$ cat src/rtl/serial_subtractor.sv
// Bit-serial unsigned subtractor: one full-subtractor cell and a borrow flop
// produce D = A - B LSB-first, with a start/busy/done handshake.
module serial_subtractor #(
    parameter int WIDTH = 8
) (
    input  logic             clk,
    input  logic             rst_n,
    input  logic             start,
    input  logic [WIDTH-1:0] A,
    input  logic [WIDTH-1:0] B,
    output logic             busy,
    output logic             done,
    output logic [WIDTH-1:0] D,
    output logic             Bout
);

    typedef enum logic [1:0] {
        IDLE,
        SHIFT,
        DONE
    } state_t;

    localparam int CW = $clog2(WIDTH) + 1;
    localparam logic [CW-1:0] LAST = CW'(WIDTH - 1);

    state_t           state_q, state_d;
    logic [WIDTH-1:0] ra, rb, res;
    logic             brw;
    logic [CW-1:0]    cnt;

    logic             accept, last_bit;
    logic             a_bit, b_bit, d_bit, nb;
    logic [WIDTH-1:0] d_msb, res_next;

    // A request is honoured only when no operation is in flight.
    assign accept   = start && (state_q == IDLE || state_q == DONE);
    assign last_bit = (state_q == SHIFT) && (cnt == LAST);
    assign busy     = (state_q == SHIFT);
    assign done     = (state_q == DONE);

    // NOTE: every always_comb output gets a default first so no path can infer a latch.
    always_comb begin
        state_d = state_q;
        case (state_q)
            IDLE:    if (start) state_d = SHIFT;
            SHIFT:   if (last_bit) state_d = DONE;
            DONE:    state_d = start ? SHIFT : IDLE;
            default: state_d = IDLE;
        endcase
    end

    always_comb begin
        a_bit = ra[0];
        b_bit = rb[0];
        d_bit = a_bit ^ b_bit ^ brw;
        nb    = (~a_bit & b_bit) | (~(a_bit ^ b_bit) & brw);
        // Insert the new difference bit at the MSB without slicing, so WIDTH=1 still elaborates.
        d_msb            = '0;
        d_msb[WIDTH-1]   = d_bit;
        res_next         = (res >> 1) | d_msb;
    end

    // NOTE: sequential state uses non-blocking assignments so every flop samples pre-edge values.
    always_ff @(posedge clk or negedge rst_n) begin
        if (!rst_n) begin
            state_q <= IDLE;
        end else begin
            state_q <= state_d;
        end
    end

    always_ff @(posedge clk or negedge rst_n) begin
        if (!rst_n) begin
            ra   <= '0;
            rb   <= '0;
            res  <= '0;
            brw  <= 1'b0;
            cnt  <= '0;
            D    <= '0;
            Bout <= 1'b0;
        end else if (accept) begin
            ra  <= A;
            rb  <= B;
            brw <= 1'b0;
            cnt <= '0;
        end else if (state_q == SHIFT) begin
            ra  <= ra >> 1;
            rb  <= rb >> 1;
            res <= res_next;
            brw <= nb;
            cnt <= cnt + CW'(1);
            // Results are published only as the last bit retires; they hold until the next one.
            if (last_bit) begin
                D    <= res_next;
                Bout <= nb;
            end
        end
    end

endmodule

$ cat config.mk
export PLATFORM = sky130hd
export DESIGN_NAME = serial_subtractor
export DESIGN_NICKNAME = d
export VERILOG_FILES = /design/src/rtl/serial_subtractor.sv
export SDC_FILE = /design/constraint.sdc
export NUM_CORES = 1
export LEC_CHECK = 0
export ABC_AREA = 1
export CAP_MARGIN = 10
export CORE_MARGIN = 2
export CORE_UTILIZATION = 41
export DETAILED_ROUTE_END_ITERATION = 6
export GPL_TIMING_DRIVEN = 0
export PLACE_DENSITY = 0.7
export RECOVER_POWER = 50
export SETUP_SLACK_MARGIN = 0.2
export SYNTH_ARGS = -nofsm -noshare
export SYNTH_HDL_FRONTEND = slang
export SYNTH_SLANG_ARGS = --single-unit
$ cat constraint.sdc
create_clock -name clk -period 1.3 [get_ports clk]
set_input_delay 0.26 -clock clk [delete_from_list [all_inputs] [get_ports clk]]
set_output_delay 0.26 -clock clk [all_outputs]
set_load 0.02 [all_outputs]
; ---- Word-level counts from Yosys, hierarchy flattened
; Cells that the tools add are included.
[word_totals]
register_bits = 40
in_bits = 19
output_inout_bits = 11
[op_classes]
addsub = 1
eq_ne = 5
mux = 12
n_bitwise = 9
reduce_logical = 8
[op_table]
columns = cell, n
row1 = $mux 8, 4
row2 = $mux 4, 2
row3 = $or 7x8->8, 1
row4 = $pmux 2 s3, 1
row5 = $add 4x1->4 const B, 1
row6 = $eq 4x3->1 const B, 1
row7 = $mux 2, 2
row8 = $reduce_and 2->1, 2
row9 = $mux 1, 3
row10 = $not 1->1, 3
row11 = $reduce_and 3->1, 1
row12 = $and 1x1->1, 2
row13 = $eq 2x1->1 const B, 1
row14 = $eq 2x2->1 const B, 1
row15 = $logic_and 1x1->1, 2
row16 = $logic_not 2->1, 1
row17 = $ne 2x1->1 const B, 1
row18 = $ne 2x2->1 const B, 1
row19 = $reduce_bool 2->1, 1
row20 = $xor 1x1->1, 2
row21 = $logic_or 1x1->1, 1
row22 = $or 1x1->1, 1

; ---- Longest topological paths before layout
; Gate-level depths: netlist (run 1).
[depth]
word_depth = 6
mapped_depth = 7
depth_no_buf = 6

; ---- Least setup slack after synthesis (run 1)
; No wires, ideal clock.
[synth_timing]
kind = reg-to-reg
startpoint = reg cnt[0]
endpoint = reg Bout
setup_ns = 0.076
arrival_ns = 1.100
t_required_ns = 1.224
setup_slack_ns = 0.124
stages_incl_launch_ff = 7
path_buffers = 1
period_less_slack_ns = 1.176
path_cell_list = dfrtp_1 ha_1 nand2_1 nor2_1 nand2_4 buf_6 o21ai_1
[synth_between]
elab_chain_cells = 3
[synth_rtl]
columns = element, line_no
row1 = start: declaration, 29  ; logic [CW-1:0] cnt;
row2 = start signal: assignment, 91  ; cnt <= cnt + CW'(1);
row3 = $eq 4x3->1, 37  ; assign last_bit = (state_q == SHIFT) && (cnt == LAST);
row4 = $logic_and 1x1->1, 37
row5 = $reduce_and 3->1 (no line), -
row6 = end signal: assignment, 95  ; Bout <= nb;
row7 = end: declaration, 14  ; output logic Bout
; No other way between the ends.
; A chain may end at the register's enable or synchronous reset.

; ---- Worst setup path after layout (run 1)
[layout_timing]
startpoint = reg state_q[0]
endpoint = out busy
[layout_between]
elab_chain_cells = 1
[layout_rtl]
columns = element, line_no
row1 = start: declaration, 26  ; state_t state_q, state_d;
row2 = start signal: assignment, 68  ; state_q <= state_d;
row3 = $eq 2x1->1, 38  ; assign busy = (state_q == SHIFT);
row4 = end: declaration, 11  ; output logic busy,
; No other way between the ends.

==> results of run 1 <==
-- cell families (layout without fill, tap and decap cells) --
logic type / count (synthesis) / in the layout / synth area share
AOI/OAI and AO/OA: 21 / 21 / 0.0602
adders and majority gates: 2 / 2 / 0.0184
buffers and inverters: 39 / 96 / 0.0941
DFF: 39 / 39 / 0.552
and+or+nand+nor: 116 / 117 / 0.275
-- layer usage --
layer	vias to the layer above	wire, microns
met5	-	0
met4	0	65
met3	6	163
met2	30	1820
met1	690	1750
li1	769	-
-- sequential cells by signal, indices dropped and copies added (netlist names) --
| name | count |
|---|---|
| brw | 1 |
| rb | 8 |
| state_q | 2 |
| cnt | 4 |
| res | 7 |
| Bout | 1 |
| D | 8 |
| ra | 8 |
-- power groups by stage --
stage / clock network (mW) / registers (mW) / logic [mW]
global placement: 0 / 2.06 / 2.23
detailed placement: 0 / 2.07 / 2.27
floorplan: 0 / 2.18 / 1.43
CTS: 0.806 / 2.04 / 2.57
global route: 0.880 / 2.14 / 3.39
finish: 0.786 / 2.08 / 3.07
-- area by class of cell --
cell class / count / area share
Inverter: 32 / 0.0503
Sequential cell: 39 / 0.385
Multi-Input combinational cell: 140 / 0.287
Timing Repair Buffer: 49 / 0.188
Buffer: 7 / 0.0326
Clock inverter: 1 / 0.00197
Tap cell: 50 / 0.0247
Clock buffer: 7 / 0.0301
-- final timing paths --
check | start | to | slack [ns] | cells after the start
setup / recovery | state_q[0]$_DFFE_PN0P_ | busy | 0.003 | 3
hold / removal | rst_n | D[1]$_DFFE_PN0P_ | 0.11 | 1
setup reg to reg | state_q[0]$_DFFE_PN0P_ | D[3]$_DFFE_PN0P_ | 0.03 | 6
hold reg to reg | ra[7]$_DFFE_PN0P_ | ra[7]$_DFFE_PN0P_ | 0.48 | 2
max in group asynchronous | rst_n | ra[1]$_DFFE_PN0P_ | 0.59 | 1
min in group clk | ra[7]$_DFFE_PN0P_ | ra[7]$_DFFE_PN0P_ | 0.48 | 2
-- placed cells by master, fill, tap and decap left out, types with 4 or more instances in the layout --
cell type and instances:
sky130_fd_sc_hd__o21ai_2 8, sky130_fd_sc_hd__buf_6 20, sky130_fd_sc_hd__inv_1 27, sky130_fd_sc_hd__o21ai_1 4, sky130_fd_sc_hd__nand2_2 6, sky130_fd_sc_hd__nand2_1 88, sky130_fd_sc_hd__clkbuf_8 5, sky130_fd_sc_hd__nand3_1 11
sky130_fd_sc_hd__buf_4 16, sky130_fd_sc_hd__o21ai_0 7, sky130_fd_sc_hd__clkdlybuf4s50_1 16, sky130_fd_sc_hd__dfrtp_1 39
-- critical path, stage by stage (launching register included) --
cell                      delay (ns)
sky130_fd_sc_hd__dfrtp_1        0.41
sky130_fd_sc_hd__inv_2          0.08
sky130_fd_sc_hd__nor2_4         0.12
sky130_fd_sc_hd__buf_6          0.13
-- stage by stage --
step / cells / TNS [ns] / power, mW / hold slack, ns
after CTS: 313 / 0 / 5.42 / 0.110
after floorplan: 217 / 0 / 3.60 / -0.0356
after detailed placement: 296 / -6.46 / 4.34 / 0.430
final: 325 / 0 / 5.94 / 0.113
after global placement: 296 / -46.76 / 4.29 / 0.455
after global routing: 325 / -0.234 / 6.41 / 0.183
-- repair_timing --
| item | 4_1_cts | 5_1_grt |
|---|---|---|
| endpoints found under the setup margin | 50 | 48 |
| pin swaps | 4 | 6 |
| gates cloned | 1 | 3 |
| setup buffers | 8 | 9 |
| hold buffers | 0 | 0 |
| resized for setup | 69 | 37 |
| endpoints found under the hold margin | 0 | 0 |
==> results list, run 1 <==
* Pint: 3.60 mW
- Critical path required time: 1.04 ns
- Buffers placed on the I/O ports in this run total 29.
- Measured along the x axis, the die boundary spans 69.7 microns.
* Critical path type: flop to output port
* Synthesized net count: 238
* Wire length of the first global-routing pass: 6.06 mm
* Seq/Total Area, Yosys: 0.552
- Actual transition at the worst max-transition pin: 0.973 ns
- Cell area after placement: 0.00214 sq mm
- In this run the remaining antenna-violating nets after routing total 0.
- The longest clock path from root to sink contains 2 buffers.
* Leading post-synthesis cells by instance count: sky130_fd_sc_hd__nand2_1 (94), sky130_fd_sc_hd__dfrtp_1 (39), sky130_fd_sc_hd__inv_1 (30)
- The worst pin sits at a relative slew slack of 0.351.
* GR Layer Usage met2: 0.250
- In the global route stage, overall resource usage came out at 0.159.
- Die Ht: 69.7 microns
* Sum of overflow across all layers after global routing: 0
- At the later pin of the worst-skew pair, clock insertion delay measures 0.29 ns.
* Row cnt: 23
- The filler cells instantiated in the layout total 356.
- Across the routed clock network, the largest skew measured is 0.00866 ns.
* Final worst path period share: 0.997
* Final Setup Violations: 0
- Num ports: 30
* Async set or reset register ratio after synthesis: 1.00
- Fin nets: 295
- The worst setup path is captured at an output port.
- For met1 alone, demand over resource in global routing was 0.201.
- The tool flagged a number of max-cap violations equal to 0.
- Share of power burned in combinational logic: 0.517
- The first routing iteration left 83 violations.
- Of the total power, registers draw 0.350.
* H-tree lvl count: 2
- At the worst endpoint, the arrival time is 1.04 ns.
- Placed wire-length estimate after detailed placement: 2.23 mm
- Diodes inserted: 0
- TritonCTS clock tree: done
- Post-route DRC violation count: 0
* Synthesized area per cell: 8.15 sq um
- Before CTS, the worst setup slack after placement is -0.439 ns.
- Vias in the first global route: 1333
- The first detailed-routing pass took 4 iterations.
- Final core utilization: 0.620
- Most used flip-flop cell after synthesis: sky130_fd_sc_hd__dfrtp_1
- For the finished layout, the period the worst path requires is 1.30 ns.
* DIE AREA: 0.00485 sq mm
- Category of the worst setup path launch point: flop
- For this design the ratio of total power to cell area is 2340 mW/mm^2.
- The initial utilization of the core area, before any placement, comes to 0.433.
- Entering global routing, the biggest net connects 40 pins.
* Run status: finished clean
- In the final layout, the multi-input gates occupy 728 sq um.
* Number of cells produced by synthesis: 217
- Number of flops mapped to enable cells by yosys: 0
* Number of antenna violations at the first check in global routing: 0
* Unrepaired setup endpoints after global routing: yes
* Most frequently used cell type in the post-synthesis netlist: sky130_fd_sc_hd__nand2_1
* Placer congestion estimate: 0.753
* Most area-hungry cell type in the Yosys netlist: sky130_fd_sc_hd__dfrtp_1
- The count of pins over their slew limit is 0.
- Clock power frac: 0.132
- In the routed layout, each cell is associated on average with a via count of 4.60.
* Static leakage: 1.33 nW
- Synthesis inferred 39 register bits.
- Once layout is done, the placed cells without fillers occupy 0.00253 sq mm.
- For this block, the routed nets add up to 3.80 mm of wire.
* Synth Cell Area: 0.00177 sq mm
- In this run the worst path has a maximum fanout of 3.
- Net switching share of the total power: 0.395
- The analysis attributes to net switching a power of 2.34 mW.
* Fraction of layout cells with a size suffix above 1: 0.269
- The share of synthesized area in the top cell type comes to 0.552.
- Maximum ir drop on the vdd rail: 810 uV
* Number of warnings printed during yosys synthesis: 0
- The area growth from synthesis to layout is 43.4%.
* Most area-consuming cells after synthesis: sky130_fd_sc_hd__dfrtp_1 (55%), sky130_fd_sc_hd__nand2_1 (20%), sky130_fd_sc_hd__inv_1 (6.4%), sky130_fd_sc_hd__nand3_1 (3.1%), sky130_fd_sc_hd__o21ai_0 (2.8%)
* Final worst setup slack: 0.00339 ns
- The tree is rooted in a sky130_fd_sc_hd__clkbuf_8.
- Routed len/inst: 11.7 microns
* Via Count: 1495
- Path category of the worst min-delay check: input port to asynchronous set/reset pin
* Most utilized layer in the global route result: met2
- Register area: 976 sq um
- Area of the core region: 0.00409 sq mm
- The number of clock buffers added by TritonCTS is 5.
- Final hold violation count: 0
- In the global route stage, met3 resource usage came out at 0.0378.
- Reg clk slew, reported paths: 0.07 ns
- After synthesis, the netlist uses 20 different library cells.
* CTS sink cnt: 39
- Fmax achieved: 771 MHz
Power figures use the tool's default switching activity.
==> run 2, diff against run 1 <==
--- a/config.mk
+++ b/config.mk
@@ -11,8 +11,9 @@
 export CORE_UTILIZATION = 41
 export DETAILED_ROUTE_END_ITERATION = 6
 export GPL_TIMING_DRIVEN = 0
+export HOLD_SLACK_MARGIN = 0.1
 export PLACE_DENSITY = 0.7
-export RECOVER_POWER = 50
+export RECOVER_POWER = 25
 export SETUP_SLACK_MARGIN = 0.2
 export SYNTH_ARGS = -nofsm -noshare
 export SYNTH_HDL_FRONTEND = slang
==> results of run 2 <==
The final DEF is identical to that of run 1; final timing and power are the same.
